==> src/rtl/seven_segment_decoder.sv <==
// seven_segment_decoder
//   Receive side of a multiplexed seven-segment display bus. Samples the
//   scanned abcdefgh/digit lines, waits until a pattern has been stable for
//   stable_cycles, then decodes the glyph back into a hex nibble and a dot
//   for the strobed position. Rebuilds the whole displayed number over a scan.
//
// Ports
//   clk        in   system clock
//   rst        in   synchronous reset, active-high
//   abcdefgh   in   segment bus, bit7=a .. bit1=g, bit0=h (dot)
//   digit      in   position strobe, one-hot when valid
//   number     out  decoded hex nibbles, nibble i belongs to digit[i]
//   dots       out  captured dot per position
//   valid      out  last capture at that position was a legal glyph
//   frame_done out  one-cycle pulse when every position has been captured
//   error      out  one-cycle pulse on illegal glyph or newly seen multi-hot digit
module seven_segment_decoder #(
  parameter int w_digit            = 8,
  parameter int stable_cycles      = 4,
  parameter bit segment_active_low = 1'b0,
  parameter bit digit_active_low   = 1'b0
) (
  input  logic                   clk,
  input  logic                   rst,
  input  logic [7:0]             abcdefgh,
  input  logic [w_digit-1:0]     digit,
  output logic [4*w_digit-1:0]   number,
  output logic [w_digit-1:0]     dots,
  output logic [w_digit-1:0]     valid,
  output logic                   frame_done,
  output logic                   error
);

  localparam int iw = (w_digit > 1) ? $clog2(w_digit) : 1;
  localparam int cw = $clog2(stable_cycles + 1);
  localparam logic [cw-1:0] stable_val = cw'(stable_cycles);

  localparam logic [1:0] IDLE    = 2'd0;
  localparam logic [1:0] SETTLE  = 2'd1;
  localparam logic [1:0] CAPTURE = 2'd2;
  localparam logic [1:0] HELD    = 2'd3;

  logic [7:0]           s_seg, p_seg;
  logic [w_digit-1:0]   s_dig, p_dig;
  logic [1:0]           state, state_n;
  logic [cw-1:0]        count, count_n, count_inc;
  logic [w_digit-1:0]   seen, seen_n;
  logic [4*w_digit-1:0] number_n;
  logic [w_digit-1:0]   dots_n, valid_n;
  logic                 frame_n, error_n;
  logic                 s_one_hot, s_multi_hot, same;
  logic [iw-1:0]        idx;
  logic                 glyph_legal;
  logic [3:0]           glyph_value;
  logic                 settle_start, do_capture;

  // Input register with polarity normalization, followed by the previous
  // sample used to detect whether the bus has held still.
  always_ff @(posedge clk) begin
    if (rst) begin
      s_seg <= '0;
      s_dig <= '0;
      p_seg <= '0;
      p_dig <= '0;
    end else begin
      s_seg <= abcdefgh ^ {8{segment_active_low}};
      s_dig <= digit ^ {w_digit{digit_active_low}};
      p_seg <= s_seg;
      p_dig <= s_dig;
    end
  end

  // x & (x-1) clears the lowest set bit, so a nonzero result means two or
  // more strobes are active at once.
  always_comb begin
    s_multi_hot = (s_dig & (s_dig - 1'b1)) != '0;
    s_one_hot   = (s_dig != '0) && !s_multi_hot;
    same        = (s_dig == p_dig) && (s_seg == p_seg);
    count_inc   = count + 1'b1;
    idx         = '0;
    for (int i = 0; i < w_digit; i++) begin
      if (s_dig[i]) idx = iw'(i);
    end
  end

  // Glyph table lookup; the dot bit is forced to zero so it never affects
  // legality.
  always_comb begin
    glyph_legal = 1'b1;
    glyph_value = 4'h0;
    case ({s_seg[7:1], 1'b0})
      8'hFC: glyph_value = 4'h0;
      8'h60: glyph_value = 4'h1;
      8'hDA: glyph_value = 4'h2;
      8'hF2: glyph_value = 4'h3;
      8'h66: glyph_value = 4'h4;
      8'hB6: glyph_value = 4'h5;
      8'hBE: glyph_value = 4'h6;
      8'hE0: glyph_value = 4'h7;
      8'hFE: glyph_value = 4'h8;
      8'hF6: glyph_value = 4'h9;
      8'hEE: glyph_value = 4'hA;
      8'h3E: glyph_value = 4'hB;
      8'h9C: glyph_value = 4'hC;
      8'h7A: glyph_value = 4'hD;
      8'h9E: glyph_value = 4'hE;
      8'h8E: glyph_value = 4'hF;
      default: glyph_legal = 1'b0;
    endcase
  end

  // Settle/capture state machine. The capture itself is performed on the
  // edge where the counter reaches stable_cycles so the outputs update
  // exactly stable_cycles edges after the pattern was first registered;
  // the CAPTURE state only marks that single cycle and then behaves like HELD.
  always_comb begin
    state_n      = state;
    count_n      = count;
    seen_n       = seen;
    number_n     = number;
    dots_n       = dots;
    valid_n      = valid;
    frame_n      = 1'b0;
    error_n      = 1'b0;
    settle_start = 1'b0;
    do_capture   = 1'b0;

    case (state)
      IDLE: begin
        if (s_one_hot) settle_start = 1'b1;
      end
      SETTLE: begin
        if (!s_one_hot)                state_n      = IDLE;
        else if (!same)                settle_start = 1'b1;
        else if (count_inc >= stable_val) do_capture = 1'b1;
        else                           count_n      = count_inc;
      end
      default: begin
        if (same)           state_n      = HELD;
        else if (s_one_hot) settle_start = 1'b1;
        else                state_n      = IDLE;
      end
    endcase

    // A fresh one-hot pattern counts as its first stable cycle already.
    if (settle_start) begin
      if (stable_cycles == 1) begin
        do_capture = 1'b1;
      end else begin
        state_n = SETTLE;
        count_n = cw'(1);
      end
    end

    // The completing capture both pulses frame_done and is the only
    // capture of that edge, so clearing seen loses nothing.
    if (do_capture) begin
      state_n     = CAPTURE;
      count_n     = '0;
      dots_n[idx] = s_seg[0];
      if (glyph_legal) begin
        number_n[{idx, 2'b00} +: 4] = glyph_value;
        valid_n[idx]                = 1'b1;
      end else begin
        valid_n[idx] = 1'b0;
        error_n      = 1'b1;
      end
      seen_n = seen | s_dig;
      if (&seen_n) begin
        frame_n = 1'b1;
        seen_n  = '0;
      end
    end

    // Multi-hot is only flagged on the cycle it first appears.
    if (s_multi_hot && (s_dig != p_dig)) error_n = 1'b1;
  end

  // State and registered outputs.
  always_ff @(posedge clk) begin
    if (rst) begin
      state      <= IDLE;
      count      <= '0;
      seen       <= '0;
      number     <= '0;
      dots       <= '0;
      valid      <= '0;
      frame_done <= 1'b0;
      error      <= 1'b0;
    end else begin
      state      <= state_n;
      count      <= count_n;
      seen       <= seen_n;
      number     <= number_n;
      dots       <= dots_n;
      valid      <= valid_n;
      frame_done <= frame_n;
      error      <= error_n;
    end
  end

endmodule

==> config.mk <==
export PLATFORM = sky130hd
export DESIGN_NAME = seven_segment_decoder
export DESIGN_NICKNAME = d
export VERILOG_FILES = /design/src/rtl/seven_segment_decoder.sv
export SDC_FILE = /design/constraint.sdc
export NUM_CORES = 1
export LEC_CHECK = 0
export ABC_AREA = 1
export BUFFER_PORTS_ARGS = -buffer_cell sky130_fd_sc_hd__buf_4
export CORE_ASPECT_RATIO = 1.25
export CORE_MARGIN = 1.5
export CORE_UTILIZATION = 57
export DETAILED_ROUTE_END_ITERATION = 10
export GPL_TIMING_DRIVEN = 0
export PLACE_DENSITY = 0.86
export SETUP_SLACK_MARGIN = 0.15
export SYNTH_ARGS = -nofsm -noshare
export SYNTH_HDL_FRONTEND = slang
export SYNTH_SLANG_ARGS = --single-unit
==> constraint.sdc <==
create_clock -name clk -period 2.9 [get_ports clk]
set_input_delay 0.145 -clock clk [delete_from_list [all_inputs] [get_ports clk]]
set_output_delay 0.145 -clock clk [all_outputs]
set_load 0.02 [all_outputs]
==> results.md <==
* Cell row count at 36
* Post-route setup slack at 0.336 ns
* Syn_nets at 702
* Syn-to-layout area delta at 22.5%
* GR Util All Layers at 27.7%
* Most frequent CP cell: nand2_1
* Clock skew at 0.0106 ns
* CP endpoint: number[1]
* Fin nets at 796
* Fin. Hold Viols at 0
* CP max stage cell: nor3_1
* Clock latency on the worst-skew pair at 0.37 ns
* DR vias/cell at about 5.1
* DRC at 0
* Reg clk slew, reported paths at 0.09 ns
* Setup tns final at 0 ns
* Crit-path max cell delay at 0.38 ns
* Iter 0 DRT Violations at roughly 200
* R2R setup slack at 0.34 ns
* Synth Cell Area at 4490 sq um
* CP Launch Point: s_dig[4]
* Synth unique cells at 38
* DR WL/cell at 12.5 microns
* Die H at 102 microns
* RR Startpoint: s_dig[4]
* # port buffers at 67
* Final setup viols at 0
* Die X at ~82 microns
* Worst path cell trace: buf_2, inv_1, nand2_1, nand2_1, nand2_1, nand2_1, inv_1, ha_1, ha_4, clkinv_1, nor3_1, nand4_4, nand2_1, nand2_1, nor2_1
* DR pass1 iterations at 7
* Period utilisation layout at 88.4%
* Largest net degree at the start of global routing at 15
* Slew @ Worst Pin at 0.561 ns
* Fillers at 626
* CORE AREA at between 7000 and 8000 sq um
* Slew headroom at 62.6%
* Clock Tree Root: clkbuf_8
* CP endpoint kind: flop
* Synth Area per Inst at 6.63 sq um
* HP Class: input port to flop
* Diodes inserted at 0
* Unrepaired setup endpoints after global routing: no
* First-pass GRT wire length at 17,800 microns
* Vias in the first global route at 4,120
* Routed via count at about 4,400
* Cell Pwr Density at between 400 and 500 nW/um^2
* Most common cell after layout, fill and taps aside: nand2_1
* Post-DP HPWL at 7770 microns
* Initial cell density of the core at 58.3%
* Hold slack at 0.102 ns
* Die area at 8430 sq um
* Status: complete, no violations
* CTS tree: yes
* Worst setup SP type: flop
* Clk sinks at 95
* Worst slack at placement at 0.177 ns
* Kind of critical path: flop to flop
* Commonest non-fill, non-tap cells in the layout: 171 x nand2_1, 167 x nor2_1, 95 x inv_1
* YS warnings at 0
* CTS Buf Count at 9
* ANT nets after route at 0
* Max FO, Critical Path at 9
* Ys async rst share at 0%
* Post-synth EDFFs at 0
* Drt total wl at between 10,000 and 15,000 microns
* Synth Instances at 678
* Seq/Total Area, Yosys at 42.3%
* Main flop type after synthesis: dfxtp_1
* Crit path DAT at 2.88 ns
* Grt total ovfl at 0
* Max VDD drop at 0.417 mV
* Fmax at between 300 and 400 MHz
* H-Tree Level Count at 3
* Leak at 2.91 nW
* FF-to-FF path depth at 15
* Routability cong. at 0.977
* Initial antenna violation count at 0
* Min cycle time layout at around 2.6 ns
* Share of cells above drive strength 1 at 16.2%
* Top Ports at 68
* Synthesized flop and latch total at 95
* Slew Limit Fails at 0
* Max cap viols at 0
* CTS Buffer Depth at 2
* Crit path required time at 3.22 ns
* Critical R2R Capture: number[1]
-- cells in the mapped netlist (2+ instances only) --
cell      count  area share (%)
inv_2         8            0.67
inv_1        96             8.0
nor2_1      167              14
o22ai_1       4            0.56
dfxtp_1      95              42
nand4_2       6             1.7
buf_4         2            0.33
nor3_1       16             1.8
clkbuf_1      8            0.67
a21oi_1      23             2.6
buf_2         7            0.78
clkinv_1      2            0.17
nand2_1     171              14
ha_1          6             1.7
buf_1         2            0.17
nand4_1       5            0.70
nand3_2       4            0.89
nor3b_1       2            0.33
nor2_2        3            0.42
nand4_4       2            0.95
o21bai_1      2            0.33
o21ai_0      13             1.4
nand3_1      19             2.1
-- sequential cells by signal (all words and copies together), names as in the netlist, named ones only --
signal      flops
number         32
dots            8
p_dig           8
p_seg           8
s_dig           8
s_seg           8
seen            8
count           3
state           2
error           1
frame_done      1
-- routing by layer --
layer  GRT usage (%)  wire [microns]  up-vias
li1                -               -     2243
met1            31.4            4480     2008
met2            47.3            5560      140
met3            5.98             551       26
met4            15.5             297        0
met5               0               0        -
-- worst max-delay path: cells and delay by family (launching register included) --
kind,cells,cell delay (ns)
flops,1,0.31
simple gates,9,1.12
buf+inv,4,0.69
fa+ha+maj,2,0.39
-- worst min-delay path by stage --
stage	from	to	slack, ns	cells past startpoint
3_3_place_gp	digit[4]	s_dig[4]	0.35	3
6_report	rst	count[0]	0.10	4
2_1_floorplan	digit[0]	s_dig[0]	0.25	2
5_1_grt	rst	state[0]	0.13	3
3_5_place_dp	digit[2]	s_dig[2]	0.35	3
4_1_cts	rst	count[0]	0.11	4
-- where the power goes --
group / leakage [nW] / internal [mW] / total, mW / switching, mW
Clock: 0.104 / 0.484 / 0.935 / 0.451
Combinational: 2.04 / 0.102 / 0.286 / 0.185
Sequential: 0.773 / 1.33 / 1.35 / 0.0200
-- metrics by stage --
stage / instances / utilization [%] / area, sq um / power, mW
6_report: 872 / 71.4 / 5500 / 2.57
3_3_place_gp: 840 / 66.4 / 5110 / 1.62
5_1_grt: 872 / 71.4 / 5500 / 2.67
4_1_cts: 872 / 71.2 / 5480 / 2.57
2_1_floorplan: 678 / - / 4490 / 1.56
3_5_place_dp: 840 / 66.4 / 5110 / 1.63
-- repair_timing --
action                                  4_1_cts  5_1_grt
cloned                                        0        0
pin swaps                                     0        1
gates resized for setup                       1        9
buffers inserted                              0        0
hold buffers                                 16        0
hold endpoints to repair                     16        0
endpoints found under the setup margin        3       19
-- area by class of cell --
class	count	area [sq um]	area share [%]
inverters	106	398	7.23
well taps	95	119	2.16
multi-input cells	457	2110	38.3
clock inverters	4	70.1	1.27
clock buffers	12	135	2.46
plain buffers	20	103	1.86
repair buffers	83	663	12.1
flip-flops and latches	95	1900	34.6
-- cell families after synthesis --
kind of cell               share of synthesized area [%]
xor gates and xnor gates                           0.390
adders and majority gates                           1.67
AOI/OAI and AO/OA                                   5.91
and+or+nand+nor                                     38.6
buffers and inverters                               11.1
DFF                                                 42.3
No activity file was read; power rests on OpenSTA's default activity.
